### src/rtl/byte_serial_adder.sv
// ----------------------------------------------------------------------------
// byte_serial_adder
//
// Multi-cycle WIDTH-bit adder that reuses a single combinational 8-bit adder
// slice. Operands arrive on a valid/ready input port. The block then sums one
// byte per clock, starting with the least significant byte. The carry is held
// in a flip-flop between bytes. The full sum, the carry-out and the signed
// overflow flag are presented on a valid/ready output port.
//
// Ports
//   clk        clock, all state updates on the rising edge
//   reset      synchronous, active-high reset
//   in_valid   operands a, b, cin are valid this cycle
//   in_ready   block can accept operands (high only while idle)
//   a, b       WIDTH-bit operands
//   cin        carry into byte 0
//   out_valid  s, cout, ovf are valid (high only while a result is held)
//   out_ready  consumer accepts the result
//   s          a + b + cin modulo 2^WIDTH
//   cout       carry out of bit WIDTH-1
//   ovf        two's-complement overflow of the addition
// ----------------------------------------------------------------------------

// ----------------------------------------------------------------------------
// adder
//
// Combinational 8-bit adder slice.
//
// Ports
//   a, b   8-bit operands
//   cin    carry in
//   s      8-bit sum
//   cout   carry out of bit 7
// ----------------------------------------------------------------------------
module adder (
    input  logic [7:0] a,
    input  logic [7:0] b,
    input  logic       cin,
    output logic [7:0] s,
    output logic       cout
);

    assign {cout, s} = {1'b0, a} + {1'b0, b} + {8'd0, cin};

endmodule

module byte_serial_adder #(
    parameter int WIDTH = 32
) (
    input  logic             clk,
    input  logic             reset,
    input  logic             in_valid,
    output logic             in_ready,
    input  logic [WIDTH-1:0] a,
    input  logic [WIDTH-1:0] b,
    input  logic             cin,
    output logic             out_valid,
    input  logic             out_ready,
    output logic [WIDTH-1:0] s,
    output logic             cout,
    output logic             ovf
);

    localparam int NBYTES = WIDTH / 8;
    localparam int IDXW   = (NBYTES > 1) ? $clog2(NBYTES) : 1;
    localparam logic [IDXW-1:0] LAST_IDX = IDXW'(NBYTES - 1);

    typedef enum logic [1:0] {
        IDLE,
        RUN,
        DONE
    } state_t;

    state_t state;
    state_t next_state;

    // Operands and the sum are held as byte arrays so the running byte
    // index selects a slice directly.
    logic [NBYTES-1:0][7:0] a_q;
    logic [NBYTES-1:0][7:0] b_q;
    logic [NBYTES-1:0][7:0] s_q;
    logic                   carry_q;
    logic [IDXW-1:0]        idx;
    logic                   cout_q;
    logic                   ovf_q;

    logic [7:0]             slice_s;
    logic                   slice_cout;
    logic                   last_byte;
    logic                   sign_a;
    logic                   sign_b;

    adder u_adder (
        .a    (a_q[idx]),
        .b    (b_q[idx]),
        .cin  (carry_q),
        .s    (slice_s),
        .cout (slice_cout)
    );

    assign last_byte = (idx == LAST_IDX);
    assign sign_a    = a_q[NBYTES-1][7];
    assign sign_b    = b_q[NBYTES-1][7];

    // State register.
    always_ff @(posedge clk) begin
        if (reset) begin
            state <= IDLE;
        end else begin
            state <= next_state;
        end
    end

    // Next-state logic: accept in IDLE, walk every byte in RUN, and hold the
    // result in DONE until the consumer takes it.
    always_comb begin
        next_state = state;
        case (state)
            IDLE:    if (in_valid)  next_state = RUN;
            RUN:     if (last_byte) next_state = DONE;
            DONE:    if (out_ready) next_state = IDLE;
            default: next_state = IDLE;
        endcase
    end

    // Handshake outputs are decoded from the state alone, so there is no
    // combinational path from any input to any output.
    always_comb begin
        in_ready  = 1'b0;
        out_valid = 1'b0;
        case (state)
            IDLE:    in_ready  = 1'b1;
            DONE:    out_valid = 1'b1;
            default: ;
        endcase
    end

    // Datapath. Operands are captured only on the accept edge. During RUN
    // one sum byte is written per clock and the carry is fed back into the
    // slice. The final byte also produces cout and ovf. idx stops at the last
    // byte so it never indexes past the operand arrays.
    always_ff @(posedge clk) begin
        if (reset) begin
            a_q     <= '0;
            b_q     <= '0;
            s_q     <= '0;
            carry_q <= 1'b0;
            idx     <= '0;
            cout_q  <= 1'b0;
            ovf_q   <= 1'b0;
        end else begin
            case (state)
                IDLE: begin
                    if (in_valid) begin
                        a_q     <= a;
                        b_q     <= b;
                        carry_q <= cin;
                        idx     <= '0;
                        s_q     <= '0;
                        cout_q  <= 1'b0;
                        ovf_q   <= 1'b0;
                    end
                end
                RUN: begin
                    s_q[idx] <= slice_s;
                    carry_q  <= slice_cout;
                    if (last_byte) begin
                        cout_q <= slice_cout;
                        ovf_q  <= (sign_a == sign_b) && (slice_s[7] != sign_a);
                    end else begin
                        idx <= idx + 1'b1;
                    end
                end
                default: ;
            endcase
        end
    end

    assign s    = s_q;
    assign cout = cout_q;
    assign ovf  = ovf_q;

endmodule
### config.mk
export PLATFORM = sky130hd
export DESIGN_NAME = byte_serial_adder
export DESIGN_NICKNAME = d
export VERILOG_FILES = /design/src/rtl/byte_serial_adder.sv
export SDC_FILE = /design/constraint.sdc
export NUM_CORES = 1
export LEC_CHECK = 0
export BUFFER_PORTS_ARGS = -buffer_cell sky130_fd_sc_hd__buf_2
export CAP_MARGIN = 20
export CORE_UTILIZATION = 48
export DETAILED_ROUTE_END_ITERATION = 7
export GPL_TIMING_DRIVEN = 0
export PLACE_DENSITY = 0.73
export SLEW_MARGIN = 0
export SYNTH_ARGS = -nofsm -noshare
export SYNTH_HDL_FRONTEND = slang
export SYNTH_SLANG_ARGS = --single-unit
### constraint.sdc
create_clock -name clk -period 3.01 [get_ports clk]
set_input_delay 0.301 -clock clk [delete_from_list [all_inputs] [get_ports clk]]
set_output_delay 0.301 -clock clk [all_outputs]
set_load 0.1 [all_outputs]
# Word level (Yosys, flattened, before mapping)

Cells that the tools add are included.

Add/subtract/negate cells: 3
$lt $le $gt $ge: 2
Eq/ne operators: 9
Multiplexer cells: 25
Reduce and logical (&&, ||, !) cells: 9

Operators by type and width:

| kind                                                              | number |
|---|---|
| case mux 32 bit (2 select lines)                                  | 1 |
| binary-select mux 8 bit (select 2 bit)                            | 2 |
| bitwise mux 32 bit                                                | 1 |
| two-way mux 32 bit                                                | 1 |
| two-way mux 8 bit                                                 | 3 |
| demux 8 bit (select 2 bit)                                        | 1 |
| two-way mux 2 bit                                                 | 5 |
| adder 8 x 8 -> 9 bit                                              | 1 |
| adder 9 x 1 -> 9 bit                                              | 1 |
| AND reduction 3 bit                                               | 3 |
| inequality test 2 bit, second input constant                      | 4 |
| two-way mux 1 bit                                                 | 6 |
| case mux 1 bit (2 select lines)                                   | 3 |
| case mux 2 bit (3 select lines)                                   | 1 |
| == test 2 bit, second input constant                              | 2 |
| case mux 2 bit (2 select lines)                                   | 1 |
| AND reduction 2 bit                                               | 2 |
| less-than comparator 2 x 3 -> 1 bit, second input constant        | 1 |
| adder 2 x 1 -> 2 bit, second input constant                       | 1 |
| == test 2 x 1 -> 1 bit, second input constant                     | 1 |
| greater-or-equal comparator 2 x 1 -> 1 bit, second input constant | 1 |
| logical AND 1 bit                                                 | 2 |
| logical NOT 2 bit                                                 | 1 |
| nonzero test 2 bit                                                | 1 |
| other kinds (2)                                                   | 2 |

Bits in registers: 103
Input port bits: 69
Output and inout port bits: 36
Logic and storage cells: 65

# Logic depth before layout (Yosys ltp)

Gate-level depths: netlist of run 1.

Word-level depth: 8
Gate-level depth with buffers: 10

# Modules after synthesis

From an unflattened synthesis of run 1, not the netlist that was laid out.

Cell total of the unflattened synthesis: 510
Area, all modules: 4591.9 um2

By module, submodules not included:

| module            | times used | cells each | area an instance (um2) | sequential area each (um2) |
|---|---|---|---|---|
| byte_serial_adder | 1          | 473        | 4266.6                 | 2062.0 |
| adder             | 1          | 37         | 325.3                  | 0.0 |

# Worst setup path after synthesis of run 1

OpenSTA, ideal clock, no wires.

Kind: register to register
Start point: register idx[0]
End point: register s_q, in the netlist s[14]
Arrival: 2.830 ns
Data required time: 2.942 ns
Slack: 0.112 ns
Stages on the path, launching flop included: 11
Buffers on the path: 1
Path through: dfxtp_1 buf_2 mux4_2 fa_1 inv_1 fa_1 nor2b_1 o31a_1 o311ai_1 a22oi_1 nor2_1

Longest elaborated chain between the ends: 6
Elaborated cells between the ends (all ways): 13

RTL lines:

| what                                                                      | line    | text |
|---|---|---|
| start: declaration                                                        | 83      | `logic [IDXW-1:0] idx;` |
| start signal: assignment                                                  | 171     | `idx <= idx + 1'b1;` |
| binary-select mux 8 bit (select 2 bit), or another cell as far along      | 94      | `.a (a_q[idx]),` |
| two-way mux 8 bit (not written as such), or another cell as far along     | 94      |  |
| adder 8 x 8 -> 9 bit / two-way mux 8 bit (equally long branches)          | 43, 165 |  |
| adder 9 x 1 -> 9 bit / demux 8 bit (select 2 bit) (equally long branches) | 43, 165 |  |
| bitwise mux 32 bit *                                                      | 165     | `s_q[idx] <= slice_s;` |
| case mux 32 bit (2 select lines) *                                        | 152     | `case (state)` |
| end signal: indexed assignment                                            | 165     |  |
| end: declaration                                                          | 81      | `logic [NBYTES-1:0][7:0] s_q;` |

Every way passes the cells marked *; elsewhere a longest branch is shown, timed or not. The select of a mux whose other input is x is not followed.
A chain may end at the register's enable or synchronous reset.

# Worst setup path in the final report of run 1

Start point: register idx[0]
End point: register s_q, in the netlist s[22]

The elaborated chain is that of the path after synthesis.

==> results of run 1 <==
[repair_timing]
item | CTS | global route
resized for setup | 15 | 12
pin swaps | 2 | 6
cloned | 0 | 0
setup endpoints to repair | 23 | 17
buffers inserted | 1 | 6
endpoints found under the hold margin | 0 | 0
[layer usage]
layer | GRT usage, % | vias up
met1 | 31.4 | 1913
met5 | 0 | -
met3 | 3.29 | 34
met4 | 12.1 | 0
li1 | - | 1984
met2 | 40.4 | 164
[sequential cells by signal, summed over array words and instances (netlist names)]
register / flops
s: 32
idx: 2
cout: 1
carry_q: 1
a_q: 32
ovf: 1
b_q: 32
state: 2
[worst max-delay path: cells and delay by family, from the launching register on]
kind	cells	cell delay (ns)
and+or+nand+nor	2	0.21
buffers and inverters	2	0.20
AOI/OAI and AO/OA	3	0.90
DFF	1	0.37
muxes	1	0.54
adders and majority gates	2	0.63
[synthesized netlist by cell type, types with 2 or more instances]
cell type / instances
and2_1: 4
nand2_1: 131
o21ai_0: 5
o21a_1: 3
nand2b_1: 3
xnor2_1: 2
buf_2: 14
nor2b_1: 8
inv_1: 6
nand4_1: 2
ha_1: 11
fa_1: 2
a21o_1: 2
a22oi_1: 26
and3_1: 2
dfxtp_1: 103
mux4_2: 16
a32oi_1: 4
nor3_1: 2
nor2_2: 3
a21oi_1: 76
clkbuf_1: 21
nor2_1: 43
[final cells by class]
class	instances	share of cell area, %
Inverter	6	0.415
Clock inverter	6	1.71
Timing Repair Buffer	111	10.6
Buffer	35	3.21
Clock buffer	10	2.35
Tap cell	108	2.49
Sequential cell	103	38.1
Multi-Input combinational cell	362	41.2
[metrics by stage]
step	setup slack [ns]	instances	cell area [sq um]	hold WS, ns
finish	0.0871	741	5430	0.155
global route	-0.0133	741	5430	0.153
CTS	0.00523	735	5350	0.151
detailed placement	-0.658	718	5070	0.447
global placement	-0.611	718	5070	0.441
floorplan	0.112	506	4420	0.392
[where the power goes]
part	switching [mW]	internal (mW)	total (mW)	leakage, nW
Clock	0.484	0.473	0.957	0.103
Sequential	0.0333	1.42	1.46	0.841
Combinational	0.324	0.185	0.509	1.34
[cells by family after synthesis]
group	count (synthesis)	share of synthesized area (%)
adder cells (fa/ha/maj)	13	4.02
XOR/XNOR	3	0.595
multiplexers	16	8.16
AND/OR/NAND/NOR	203	19.3
AO/OA/AOI/OAI	127	17.3
flip-flops	103	46.7
buffers and inverters	41	3.88
[path summary, 6_finish.rpt]
| kind | end | slack (ns) | depth (start not counted) | startpoint |
|---|---|---|---|---|
| worst max-delay path | s[22] | 0.09 | 10 | idx[0] |
| worst min-delay path | b_q[2] | 0.15 | 3 | b[2] |
| worst max register to register | s[22] | 0.09 | 10 | idx[0] |
| worst min register to register | a_q[23] | 0.46 | 2 | a_q[23] |
==> summary.txt, run 1 <==
Yosys
  • #FFs+latches synth: between 100 and 150
  • Synth warn: 0
  • Synthesized cell area: ~4400 sq um
  • Mapped Cells: 506
  • Yosys top cell by area: dfxtp_1
  • Syn_nets: about 600
  • Post-synth EDFFs: 0
  • Post-synthesis sequential area ratio: a little under half
  • Asr flop ratio synth: 0%
  • Area contributors post-synth: dfxtp_1 (47%), nand2_1 (11%), a21oi_1 (8.6%)
  • Share of the synthesized area in the top cell type: between 40% and 50%
  • Synth cell types: 40
  • Mapped Avg Cell Area: 8.73 sq um
  • Ys flop type: dfxtp_1

Finish
  • Nets@finish: around 700
  • Multi-input gate area: between 2000 and 2500 sq um
  • FILL cells: a little over 800
  • Ant diodes: 0
  • Area Growth Syn to Fin: 22.9%
  • Most common cell after layout, fill and taps aside: nand2_1
  • Core Util, Final: between 60% and 70%
  • Layout cells sized above 1: roughly 28%
  • FF/Latch Area: around 2100 sq um
  • Most frequent cells in the layout: nand2_1 (131), buf_2 (116), dfxtp_1 (102)

Run status
  • Outcome: finished with violations
  • Failing checks: DRC

Critical path
  • Crit path required time: between 3 and 4 ns
  • CP cell instances: buf_12, mux4_2, fa_2, inv_2, fa_2, nor2b_1, o31a_1, o311ai_4, a22oi_1, nor2_1
  • Max incr delay on CP: around 0.54 ns
  • Crit Path Category: flip-flop to flip-flop
  • Crit path DAT: ~3.2 ns
  • Critical Path End Type: flip-flop
  • Slowest-stage cell, CP: mux4_2
  • Worst path most repeated cell: fa_2
  • Worst Path Max Fanout: 7
  • Kind of start point of the critical path: flip-flop

Floorplanning
  • Die H: 97.9 microns
  • Core Box Area: approximately 8800 sq um
  • Cell row count: 34
  • I/O pins: 105
  • Die footprint: 9590 sq um
  • Initial core utilization: about 50%
  • Die X: slightly below 100 microns

Clock network
  • Clock-pin slew on the worst setup and hold paths: 0.10 ns
  • Hold buffers post-CTS: 0
  • Clk_lat worst skew: roughly 0.37 ns
  • H-tree Lvls: 3
  • Max Root-Sink Buffers: 2
  • Sink Count: 103
  • CTS root buf: clkbuf_8
  • CTS tree: yes
  • Num CTS Buffers: 9

Global routing
  • Largest net degree at the start of global routing: 18
  • Tot GR Track Use: between 20% and 30%
  • First-pass GRT wire length: 18300 microns
  • Vias in the first global route: 3924
  • Initial antenna violation count: 0
  • Congestion Overflow GR: 0

Timing
  • Relative slew slack: a little under three fifths
  • Slew @ Worst Pin: between 0.6 and 0.7 ns
  • Setup TNS: 0 ns
  • Period Utilization, post-route: ~97%
  • Slew Viols, Final: 0
  • Final Setup Violations: 0
  • Period minus WS final: 2.92 ns
  • Fin Clk Skew: ~0.014 ns
  • Max Clk Rate: roughly 340 MHz
  • Hold Fails Final Rpt: 0

Drt
  • 1st-pass router iterations: 6
  • WL met3: just over 700 microns
  • Met1 wire length: ~5000 microns
  • Antenna-violating nets left: 0
  • Drt via density: 5.53
  • DR vias: 4095
  • Post-route DRC violation count: 5
  • Met2 WL: around 5500 microns
  • Drt wl/cell: ~16 microns
  • Highest metal used: met4
  • Initial DRC Count: 238
  • Post-Route WL: ~12000 microns

Placed design
  • Routability cong.: slightly above 0.8
  • Port buffer count: approximately 100
  • DP HPWL: between 8000 and 9000 microns

Pwr
  • Total Power: slightly below 3 mW
  • VDD IR max: about 0.25 mV
  • Cell Pwr Density: ~540 nW/um^2
  • Leakage dissipation: around 2.3 nW

Hold path
  • Hold Path Class: primary input to flip-flop

Run
  • Maxcap violations: 0
Note: power is estimated with default switching activity, not from simulation.
==> run 2, diff against run 1 <==
--- a/config.mk
+++ b/config.mk
@@ -7,10 +7,11 @@
 export LEC_CHECK = 0
 export BUFFER_PORTS_ARGS = -buffer_cell sky130_fd_sc_hd__buf_2
 export CAP_MARGIN = 20
-export CORE_UTILIZATION = 48
+export CORE_UTILIZATION = 50
+export CTS_BUF_LIST = sky130_fd_sc_hd__clkbuf_2 sky130_fd_sc_hd__clkbuf_4 sky130_fd_sc_hd__clkbuf_8
 export DETAILED_ROUTE_END_ITERATION = 7
 export GPL_TIMING_DRIVEN = 0
-export PLACE_DENSITY = 0.73
+export PLACE_DENSITY = 0.76
 export SLEW_MARGIN = 0
 export SYNTH_ARGS = -nofsm -noshare
 export SYNTH_HDL_FRONTEND = slang
==> summary.txt, run 2 (synthesized netlist as in run 1, its figures left out) <==
Run status
  • Outcome: finished, final reports clean

Pwr
  • Total Power: 2.83 mW (-3.0%)
  • Cell Pwr Density: 525 nW/um^2 (-2.6%)
  • Leakage dissipation: 2.28 nW (-0.30%)
  • VDD IR max: 0.228 mV (-9.0%)

Floorplanning
  • Die X: 96.0 microns (-2.0%)
  • Die H: 96.0 microns (-2.0%)
  • I/O pins: 105 (unchanged)
  • Initial core utilization: 52.7% (+2.5 points)
  • Cell row count: 33 (-2.9%)
  • Die footprint: 9210 sq um (-3.9%)
  • Core Box Area: 8380 sq um (-4.8%)

Timing
  • RSZ-0062 raised after global routing: false
  • Fin Clk Skew: 0.0130 ns (-0.00108 ns)
  • Slew Viols, Final: 0 (unchanged)
  • Period Utilization, post-route: 96.6% (-0.46 points)
  • Final Setup Violations: 0 (unchanged)
  • Slew @ Worst Pin: 0.594 ns (-0.0586 ns)
  • Period minus WS final: 2.91 ns (-0.0139 ns)
  • Hold Fails Final Rpt: 0 (unchanged)
  • Hold WS: 0.148 ns (-0.00650 ns)
  • Relative slew slack: 60.4% (+4.2 points)
  • Max Clk Rate: 344 MHz (+0.48%)

Global routing
  • First-pass GRT wire length: 18300 microns (-0.19%)
  • Initial antenna violation count: 0 (unchanged)
  • Tot GR Track Use: 26.3% (+1.9 points)
  • Largest net degree at the start of global routing: 18 (unchanged)
  • Congestion Overflow GR: 0 (unchanged)
  • Vias in the first global route: 3826 (-2.5%)

Finish
  • FILL cells: 729 (-10%)
  • Layout cells sized above 1: 27.6% (unchanged)
  • FF/Latch Area: 2060 sq um (-0.12%)
  • Area Growth Syn to Fin: 22.3%
  • Core Util, Final: 64.4% (+2.8 points)
  • Nets@finish: 710 (unchanged)
  • Multi-input gate area: 2240 sq um (+0.11%)
  • Most common cell after layout, fill and taps aside: nand2_1
  • Ant diodes: 0 (unchanged)
  • Most frequent cells in the layout: nand2_1 (131), buf_2 (116), dfxtp_1 (102)

Drt
  • Antenna-violating nets left: 0 (unchanged)
  • Post-Route WL: 11300 microns (-2.2%)
  • DR vias: 4032 (-1.5%)
  • Initial DRC Count: 245 (+2.9%)
  • 1st-pass router iterations: 5 (-1)
  • Drt wl/cell: 15.3 microns (-1.8%)
  • Post-route DRC violation count: 0 (-5)
  • Drt via density: 5.46 (-1.1%)

Clock network
  • Sink Count: 103 (unchanged)
  • H-tree Lvls: 3 (unchanged)
  • CTS tree: yes
  • Max Root-Sink Buffers: 2 (unchanged)
  • Clock-pin slew on the worst setup and hold paths: 0.10 ns (about the same)
  • Num CTS Buffers: 9 (unchanged)
  • Clk_lat worst skew: 0.37 ns (about the same)
  • Hold buffers post-CTS: 0 (unchanged)
  • CTS root buf: clkbuf_8

Placed design
  • Port buffer count: 104 (unchanged)
  • Routability cong.: 0.863 (+7.0%)
  • DP HPWL: 8240 microns (-1.2%)

Hold path
  • Hold Path Class: primary input to flip-flop
  • Hold Startpoint: reset

Critical path
  • FF-to-FF End: s[20]
  • R2R depth: 11 (+1)
  • Critical Path End Type: flip-flop
  • Worst reg-to-reg setup slack: 0.10 ns (about the same)
  • Crit Path Category: flip-flop to flip-flop
  • Worst Path Max Fanout: 8 (+1)
  • FF-to-FF Start: idx[0]
  • Kind of start point of the critical path: flip-flop
  • Crit path required time: 3.32 ns (about the same)
  • Crit path DAT: 3.22 ns (about the same)
  • Critical Path Start: idx[0]
  • Worst Setup EP: s[20]

Run
  • Maxcap violations: 0 (unchanged)
==> run 2: what timing repair did <==
item,4_1_cts,5_1_grt
gates resized for setup,17,9
buffers inserted,1,6
endpoints found under the setup margin,23,11
pin swaps,2,4
==> run 2: worst min-delay path by stage <==
stage                     slack (ns)       end  cells past startpoint
after floorplan                 0.39  state[0]                      1
after global placement          0.44    a_q[5]                      2
after detailed placement        0.44   b_q[18]                      2
after CTS                       0.15  state[0]                      2
after global routing            0.15  state[0]                      2
final                           0.15  state[0]                      2
==> run 2: metrics by stage <==
step | setup slack (ns) | setup TNS (ns) | instances | cell area, sq um
2_1_floorplan | 0.112 | 0 | 506 | 4420
3_5_place_dp | -0.693 | -9.36 | 715 | 5070
3_3_place_gp | -0.583 | -7.70 | 715 | 5070
4_1_cts | 0.0143 | 0 | 732 | 5330
5_1_grt | 0.000608 | 0 | 738 | 5400
6_report | 0.101 | 0 | 738 | 5400
==> run 2: power breakdown <==
part | internal, mW | leakage, nW | switching, mW
Clock | 0.386 | 0.0956 | 0.484
Sequential | 1.42 | 0.841 | 0.0333
Combinational | 0.185 | 1.34 | 0.323
Total | 1.99 | 2.28 | 0.840
==> run 2: worst max-delay path, cell delays in order, from the launching register on <==
cell and delay (ns):
dfxtp_2 0.38, buf_12 0.14, mux4_2 0.53, fa_2 0.40, inv_1 0.08, fa_1 0.20, nor2b_1 0.09, o31a_1 0.35
buf_4 0.17, a21oi_2 0.26, a22oi_1 0.14, nor2_1 0.10
==> run 2: metal layers <==
layer  wire length [microns]  GRT usage (%)
met1                    5080           34.1
met2                    5330           43.9
met3                     632           4.11
met5                       0              0
met4                     285           10.6
==> run 2: final cells by class <==
class                      instances  area share [%]
buffer                            35            3.29
sequential                       103            38.2
inverter                           6           0.417
clock buffer                       9            2.29
timing repair buffer             111            10.6
tap                              105            2.43
clock inverter                     7            1.34
multi-input combinational        362            41.4
